--- src/rtl/htif_in_arbiter.sv ---
// Packet-granular round-robin arbiter for the shared host-to-target HTIF channel.
// A FIFO of grant indices steers each target-to-host response packet back to its requester.
module htif_in_arbiter #(
    parameter int N_REQ       = 2,
    parameter int HTIF_WIDTH  = 16,
    parameter int ORDER_DEPTH = 4
) (
    input  logic                          clk,
    input  logic                          reset_n,
    input  logic [N_REQ-1:0]              req_valid,
    output logic [N_REQ-1:0]              req_ready,
    input  logic [N_REQ*HTIF_WIDTH-1:0]   req_bits,
    input  logic [N_REQ-1:0]              req_last,
    output logic                          htif_in_valid,
    input  logic                          htif_in_ready,
    output logic [HTIF_WIDTH-1:0]         htif_in_bits,
    input  logic                          htif_out_valid,
    output logic                          htif_out_ready,
    input  logic [HTIF_WIDTH-1:0]         htif_out_bits,
    input  logic                          htif_out_last,
    output logic [N_REQ-1:0]              rsp_valid,
    input  logic [N_REQ-1:0]              rsp_ready,
    output logic [HTIF_WIDTH-1:0]         rsp_bits,
    output logic                          rsp_last,
    output logic [$clog2(ORDER_DEPTH):0]  outstanding,
    output logic                          busy
);

    localparam int GW = (N_REQ > 1) ? $clog2(N_REQ) : 1;
    localparam int PW = $clog2(ORDER_DEPTH);

    typedef enum logic {IDLE, LOCKED} state_e;

    state_e          state_q, state_d;
    logic [GW-1:0]   grant_q, grant_d;
    logic [GW-1:0]   rr_ptr_q, rr_ptr_d;
    logic [PW:0]     wr_ptr_q, rd_ptr_q;
    logic [GW-1:0]   order_mem [ORDER_DEPTH];

    logic            fifo_empty, fifo_full;
    logic            push, pop, last_fire;
    logic [GW-1:0]   head, pick, grant_inc;
    logic            pick_found;
    int              rr_idx;

    logic [HTIF_WIDTH-1:0] req_beat [N_REQ];

    for (genvar gi = 0; gi < N_REQ; gi++) begin : g_slice
        assign req_beat[gi] = req_bits[gi*HTIF_WIDTH +: HTIF_WIDTH];
    end

    // Extra pointer bit distinguishes full from empty when the index bits match.
    assign fifo_empty = (wr_ptr_q == rd_ptr_q);
    assign fifo_full  = (wr_ptr_q[PW] != rd_ptr_q[PW]) &&
                        (wr_ptr_q[PW-1:0] == rd_ptr_q[PW-1:0]);
    assign head       = order_mem[rd_ptr_q[PW-1:0]];

    // Descending scan so the lowest offset from rr_ptr wins.
    always_comb begin
        pick       = rr_ptr_q;
        pick_found = 1'b0;
        rr_idx     = 0;
        for (int k = N_REQ - 1; k >= 0; k--) begin
            rr_idx = int'(rr_ptr_q) + k;
            if (rr_idx >= N_REQ) rr_idx = rr_idx - N_REQ;
            if (req_valid[rr_idx]) begin
                pick       = rr_idx[GW-1:0];
                pick_found = 1'b1;
            end
        end
    end

    assign grant_inc = (grant_q == GW'(N_REQ - 1)) ? '0 : grant_q + 1'b1;
    assign last_fire = (state_q == LOCKED) && req_valid[grant_q] &&
                       htif_in_ready && req_last[grant_q];

    always_ff @(posedge clk or negedge reset_n) begin
        if (!reset_n) begin
            state_q  <= IDLE;
            grant_q  <= '0;
            rr_ptr_q <= '0;
            wr_ptr_q <= '0;
            rd_ptr_q <= '0;
        end else begin
            state_q  <= state_d;
            grant_q  <= grant_d;
            rr_ptr_q <= rr_ptr_d;
            wr_ptr_q <= wr_ptr_q + {{PW{1'b0}}, push};
            rd_ptr_q <= rd_ptr_q + {{PW{1'b0}}, pop};
        end
    end

    always_ff @(posedge clk) begin
        if (push) order_mem[wr_ptr_q[PW-1:0]] <= pick;
    end

    always_comb begin
        state_d  = state_q;
        grant_d  = grant_q;
        rr_ptr_d = rr_ptr_q;
        push     = 1'b0;
        case (state_q)
            IDLE: begin
                if (pick_found && !fifo_full) begin
                    grant_d = pick;
                    push    = 1'b1;
                    state_d = LOCKED;
                end
            end
            LOCKED: begin
                if (last_fire) begin
                    state_d  = IDLE;
                    rr_ptr_d = grant_inc;
                end
            end
            default: state_d = IDLE;
        endcase
    end

    always_comb begin
        req_ready     = '0;
        htif_in_valid = 1'b0;
        htif_in_bits  = req_beat[grant_q];
        if (state_q == LOCKED) begin
            htif_in_valid      = req_valid[grant_q];
            req_ready[grant_q] = htif_in_ready;
        end
    end

    always_comb begin
        rsp_valid      = '0;
        htif_out_ready = 1'b0;
        if (!fifo_empty) begin
            rsp_valid[head] = htif_out_valid;
            htif_out_ready  = rsp_ready[head];
        end
    end

    assign rsp_bits    = htif_out_bits;
    assign rsp_last    = htif_out_last;
    assign pop         = htif_out_valid && htif_out_ready && htif_out_last;
    assign outstanding = wr_ptr_q - rd_ptr_q;
    assign busy        = (state_q == LOCKED);

endmodule

--- config.mk ---
export PLATFORM = sky130hd
export DESIGN_NAME = htif_in_arbiter
export DESIGN_NICKNAME = d
export VERILOG_FILES = /design/src/rtl/htif_in_arbiter.sv
export SDC_FILE = /design/constraint.sdc
export NUM_CORES = 1
export LEC_CHECK = 0
export ABC_AREA = 1
export BUFFER_PORTS_ARGS = -buffer_cell sky130_fd_sc_hd__buf_4
export CAP_MARGIN = 20
export CORE_ASPECT_RATIO = 1.1
export CORE_UTILIZATION = 37
export CTS_CLUSTER_DIAMETER = 200
export DETAILED_ROUTE_END_ITERATION = 6
export PLACE_DENSITY = 0.84
export SLEW_MARGIN = 10
export SYNTH_ARGS = -nofsm -noshare
export SYNTH_HDL_FRONTEND = slang
export SYNTH_SLANG_ARGS = --single-unit
export TNS_END_PERCENT = 20
--- constraint.sdc ---
create_clock -name clk -period 2.4 [get_ports clk]
set_clock_uncertainty 0.15 [all_clocks]
set_input_delay 0.12 -clock clk [delete_from_list [all_inputs] [get_ports clk]]
set_output_delay 0.12 -clock clk [all_outputs]
set_load 0.03 [all_outputs]
Yosys cells after proc, flatten, opt, wreduce, memory -nomap -nowiden

Memories as Yosys holds them, arrays and structs flattened.
Index checks and enable logic that the tools add are counted.
W data, S select, Z words.

Bits in registers: 9
RAM bits: 4
Bits of input ports: 59
Output and inout bits: 43
Logic and storage cells: 77
Memories: 1

Memory list:

| name      | depth | bits a word | read ports | clocked after Yosys merged registers in | wr ports | line | source |
|---|---|---|---|---|---|---|---|
| order_mem | 4     | 1           | 1          | 0                                       | 1        | 38   | `logic [GW-1:0] order_mem [ORDER_DEPTH];` |

Add/subtract/negate cells: 7
Magnitude comparators: 9
Eq/ne operators: 3
Mux-type cells: 36
Bitwise logic cells: 4
Reductions and logical operators: 12

Operators by type and width:

| cell                  | number |
|---|---|
| $lt A32 B3 Y1 const B | 2 |
| $mux W32              | 2 |
| $mux W16              | 3 |
| $mux W1               | 26 |
| $logic_and A1 B1 Y1   | 9 |
| $add A3 B1 Y3         | 2 |
| $and A2 B2 Y2         | 2 |
| $ge A2 B2 Y1 const B  | 2 |
| $lt A1 B2 Y1 const B  | 2 |
| $mux W2               | 2 |
| $reduce_and A2 Y1     | 2 |
| $eq A3 B3 Y1          | 1 |
| $sub A1 B2 Y3 const B | 1 |
| $sub A2 B2 Y3 const B | 1 |
| $sub A3 B3 Y3         | 1 |
| $add A1 B1 Y2 const B | 1 |
| $demux W1 S1          | 2 |
| $eq A2 B2 Y1          | 1 |
| $ge A1 B1 Y1 const B  | 2 |
| $ge A1 B2 Y1 const B  | 1 |
| $not A1 Y2            | 1 |
| $pmux W1 S2           | 1 |
| $add A1 B1 Y1 const B | 1 |
| $logic_not A1 Y1      | 1 |
| 2 further kinds       | 2 |

Depth between registers and ports, before layout

Word-level depth: 13
Mapped depth: 10
Depth with buffers taken out: 10

Worst setup path after synthesis

OpenSTA, ideal clock, no wires.

Kind: flip-flop to flip-flop
Start: register rd_ptr_q[1]
End: register rd_ptr_q[2]
Library setup time: 0.123 ns
Arrival time: 1.538 ns
Required time: 2.127 ns
Setup slack: 0.589 ns
Stages on the path, launching flop included: 10
Buffers on the path: 0
Period minus slack after synthesis: 1.811 ns
Cell sequence: dfrtp_1 > inv_1 > ha_1 > nand2_1 > nand3b_1 > nand3_1 > nor2_1 > ha_1 > ha_1 > xor2_1

Longest elaborated chain between the ends: 7
Elaborated cells between the ends (all ways): 8
Those cells by class: 1 x add/sub; 1 x eq/ne; 3 x mux; 2 x reduce/logical; 1 x memory

RTL lines:

| what                                       | line | source |
|---|---|---|
| from (decl)                                | 37   | `logic [PW:0] wr_ptr_q, rd_ptr_q;` |
| from (signal assigned)                     | 89   | `rd_ptr_q <= rd_ptr_q + {{PW{1'b0}}, pop};` |
| $mem_v2 Z4 W1                              | n/a  |  |
| $mux W1 (implied by the code) (2 in a row) | 135  | `htif_out_ready = rsp_ready[head];` |
| $mux W1                                    | 133  | `if (!fifo_empty) begin` |
| $logic_and A1 B1 Y1 (2 in a row)           | 141  | `assign pop = htif_out_valid && htif_out_ready && htif_out_last;` |
| $add A3 B1 Y3 (*)                          | 89   |  |

Mark *: on every way between the ends. The rest lies on a longest branch, timed or not. The select of a mux whose other input is x is not followed.
A chain may end at the register's enable or synchronous reset.

Final worst setup path

Start: register wr_ptr_q[0]
End: output port outstanding[2]

Longest elaborated chain between the ends: 1

RTL lines:

| what                   | line | source |
|---|---|---|
| from (decl)            | 37   |  |
| from (signal assigned) | 88   | `wr_ptr_q <= wr_ptr_q + {{PW{1'b0}}, push};` |
| $sub A3 B3 Y3          | 142  | `assign outstanding = wr_ptr_q - rd_ptr_q;` |
| to (decl)              | 25   | `output logic [$clog2(ORDER_DEPTH):0] outstanding,` |

Every way passes these cells.

==> run_summary.xml <==
<?xml version="1.0" encoding="UTF-8"?>
<metrics>
  <group name="clocking">
    <metric name="cts-root-to-sink-buffers" unit="">2</metric>
    <metric name="clkLatencyLatePin" unit="ps">280</metric>
    <metric name="numCtsBuffers" unit="">3</metric>
    <metric name="clk_pin_slew" unit="ps">80</metric>
    <metric name="clock_sink_count" unit="">13</metric>
    <metric name="clock_tree_from_tritoncts" unit="">built</metric>
    <metric name="cts_setup_buffers" unit="">0</metric>
    <metric name="cts-root-buf" unit="">clkbuf_4</metric>
    <metric name="clock_tree.htree_level_count" unit="">1</metric>
  </group>
  <group name="yosys">
    <metric name="synth.cell_area" unit="sq um">1090</metric>
    <metric name="synthesis.instances" unit="">160</metric>
    <metric name="synthesized_nets" unit="">226</metric>
    <metric name="synth-seq-cells" unit="">13</metric>
    <metric name="synth_area_per_cell" unit="sq um">6.811</metric>
    <metric name="number_of_distinct_standard_cells_referenced_by_the_synthesized_netlist" unit="">18</metric>
    <metric name="synth.yosys.warnings" unit="">0</metric>
    <metric name="synth-seq-area-share" unit="%">31.69</metric>
  </group>
  <group name="job">
    <metric name="max-cap-violations" unit="">0</metric>
  </group>
  <group name="global_route">
    <metric name="groute.layer.met2.usage" unit="%">25.04</metric>
    <metric name="grt_start_max_net_pins" unit="">21</metric>
    <metric name="via_count_of_the_first_global_routing_pass" unit="">900</metric>
    <metric name="number_of_antenna_violations_at_the_first_check_in_global_routing" unit="">0</metric>
    <metric name="first_pass_grt_wire_length" unit="um">3815</metric>
    <metric name="global_route.usage.met1" unit="%">21.61</metric>
    <metric name="global_route_overflow" unit="">0</metric>
    <metric name="globalRouteTotalUtil" unit="%">16.68</metric>
    <metric name="gr-usage-met3" unit="%">3.876</metric>
    <metric name="global_route_hottest_layer" unit="">met2</metric>
  </group>
  <group name="drt">
    <metric name="detail_route.drc_violations" unit="">0</metric>
    <metric name="dr.first_iter.drc_count" unit="">24</metric>
    <metric name="dr.pass1.iters" unit="">4</metric>
    <metric name="postRouteAntennaNets" unit="">0</metric>
    <metric name="vias" unit="">1077</metric>
    <metric name="detail_route.wirelength" unit="um">2529</metric>
    <metric name="drt-wirelength-per-cell" unit="um">10.24</metric>
    <metric name="avgViaCountPerCell" unit="">4.360</metric>
  </group>
  <group name="sta">
    <metric name="setup_tns" unit="ps">0</metric>
    <metric name="period_minus_slack" unit="ps">2008</metric>
    <metric name="worst-slew-pin-transition" unit="ps">593.6</metric>
    <metric name="tightest_hold_margin" unit="ps">42.26</metric>
    <metric name="rsz0062_at_grt" unit="">false</metric>
    <metric name="max_slew_margin" unit="%">60.39</metric>
    <metric name="clock.fmax" unit="GHz">0.4979</metric>
    <metric name="number_of_failing_setup_endpoints_in_the_final_timing_report" unit="">0</metric>
    <metric name="timing_hold_violations_final" unit="">0</metric>
    <metric name="drv_slew" unit="">0</metric>
    <metric name="final.period_utilization" unit="%">83.68</metric>
  </group>
  <group name="die">
    <metric name="floorplan.initialDensity" unit="%">39.23</metric>
    <metric name="placement_rows" unit="">20</metric>
    <metric name="core_region_area" unit="sq um">2778</metric>
    <metric name="fp.dieW" unit="um">53.75</metric>
    <metric name="fp.dieArea" unit="sq um">3167</metric>
    <metric name="boundaryPins" unit="">102</metric>
    <metric name="floorplan.die.height" unit="um">58.92</metric>
  </group>
  <group name="placement">
    <metric name="hpwlAfterDp" unit="um">2003</metric>
    <metric name="numPortBuffers" unit="">69</metric>
    <metric name="gpl.final_weighted_congestion" unit="">0.7718</metric>
  </group>
  <group name="power_and_ir_drop">
    <metric name="power.density" unit="nW/um^2">1322</metric>
    <metric name="totalPowerFinal" unit="mW">2.031</metric>
    <metric name="static-leakage-power" unit="nW">0.9187</metric>
    <metric name="max-vdd-ir-drop" unit="uV">827.1</metric>
  </group>
  <group name="critical_path">
    <metric name="critPathRequiredTime" unit="ps">2130</metric>
    <metric name="crit_path_end_kind" unit="">output pin</metric>
    <metric name="timing.critical_path.from_type" unit="">register</metric>
    <metric name="worstPathArrival" unit="ps">1740</metric>
    <metric name="timing_worst_setup_path_type" unit="">register to output pin</metric>
    <metric name="critical_path_peak_fanout" unit="">4</metric>
  </group>
  <group name="layout">
    <metric name="drive_above_1_share" unit="%">35.98</metric>
    <metric name="antenna_cells_inserted" unit="">0</metric>
    <metric name="fillers" unit="">273</metric>
    <metric name="layout_stage_area_growth_over_the_synthesis_result" unit="%">40.99</metric>
    <metric name="nets" unit="">281</metric>
  </group>
  <group name="min_path">
    <metric name="hold_path_class" unit="">input pin to async pin</metric>
  </group>
  <group name="outcome">
    <metric name="status" unit="">finished clean</metric>
  </group>
</metrics>
-- logic make-up (layout without fill, tap and decap cells) --
family                   Yosys count  in the layout  synth area share [%]
flip-flops                        13             13                 31.69
XOR/XNOR                           3              3                 2.411
AND/OR/NAND/NOR                   97             97                 35.48
buffers and inverters             36             90                 19.52
adder cells (fa/ha/maj)            7              7                 8.725
AO/OA/AOI/OAI                      4              4                 2.181
-- worst max-delay path: stages, from the launching register on --
cell and delay [ps]:
dfrtp_1 400, inv_1 90, ha_1 220, fa_1 390, xor2_1 180, buf_4 180
-- path summary, 6_finish.rpt --
path                                       start               endpoint  slack, ps  cells past startpoint
max reg2reg                wr_ptr_q[0]$_DFF_PN0_  rd_ptr_q[2]$_DFF_PN0_        450                      9
max in group asynchronous                reset_n   rr_ptr_q$_DFFE_PN0P_       1910                      2
max                        wr_ptr_q[0]$_DFF_PN0_         outstanding[2]        390                      5
min reg2reg                rd_ptr_q[2]$_DFF_PN0_  rd_ptr_q[2]$_DFF_PN0_        360                      1
min in group clk                     req_last[0]   rr_ptr_q$_DFFE_PN0P_         50                      5
min                                      reset_n  rd_ptr_q[2]$_DFF_PN0_         40                      2
-- layout make-up --
type                            count  area [sq um]  share of cell area [%]
Sequential cell                    13         345.3                   22.48
Tap cell                           33         41.29                   2.687
Multi-Input combinational cell    111         531.8                   34.61
Clock buffer                        4         26.28                   1.710
Timing Repair Buffer               71         535.5                   34.85
Inverter                           15         56.30                   3.665
-- sequential cells by signal, summed over array words and instances (netlist names) --
signal     flops
busy           1
grant_q        1
order_mem      4
rd_ptr_q       3
rr_ptr_q       1
wr_ptr_q       3
-- per-stage QoR --
step           setup WS (ps)  area (sq um)  cells  util [%]
2_1_floorplan          589.0          1090    160         -
3_5_place_dp           472.6          1500    242     54.01
3_3_place_gp           523.1          1500    242     54.01
4_1_cts                392.6          1536    247     55.32
6_report               391.7          1536    247     55.32
5_1_grt                280.1          1536    247     55.32
-- what timing repair did --
action	CTS	global route
hold endpoints to repair	9	0
gates resized for setup	0	0
hold buffers	1	0
-- synth_stat cells --
library cell  count  area [sq um]
nor3_1            2         10.01
o21ai_0           1         5.000
buf_2             2         10.01
inv_1            15         56.30
buf_6             1         11.26
fa_1              1         20.02
nand2_1          72         270.3
nand3b_1          1         7.510
ha_1              6         75.07
xor2_1            3         26.28
nand3_1           7         35.03
nand2_2           3         18.77
a21oi_2           1         8.760
edfxtp_1          4         120.1
buf_4            18         135.1
a21oi_1           2         10.01
dfrtp_1           9         225.2
nor2_1           12         45.04
-- layout by cell type (no fill, tap or decap), types with 2 or more instances in the layout --
cell type	n
buf_4	70
nor3_1	2
edfxtp_1	4
nand2_2	3
inv_1	15
dfrtp_1	9
nand3_1	7
ha_1	6
xor2_1	3
a21oi_1	2
nand2_1	72
clkbuf_4	3
nor2_1	12
-- power breakdown --
group / internal [mW] / switching, mW
Clock: 0.0646 / 0.0706
Combinational: 0.540 / 0.950
Sequential: 0.322 / 0.0841
Total: 0.926 / 1.10
-- per-layer routing --
layer,up-vias,share of wire (%)
met5,-,0
met4,0,1.5
met3,4,4.3
met2,24,50
met1,474,44
li1,575,-
No activity file was read; power rests on OpenSTA's default activity.
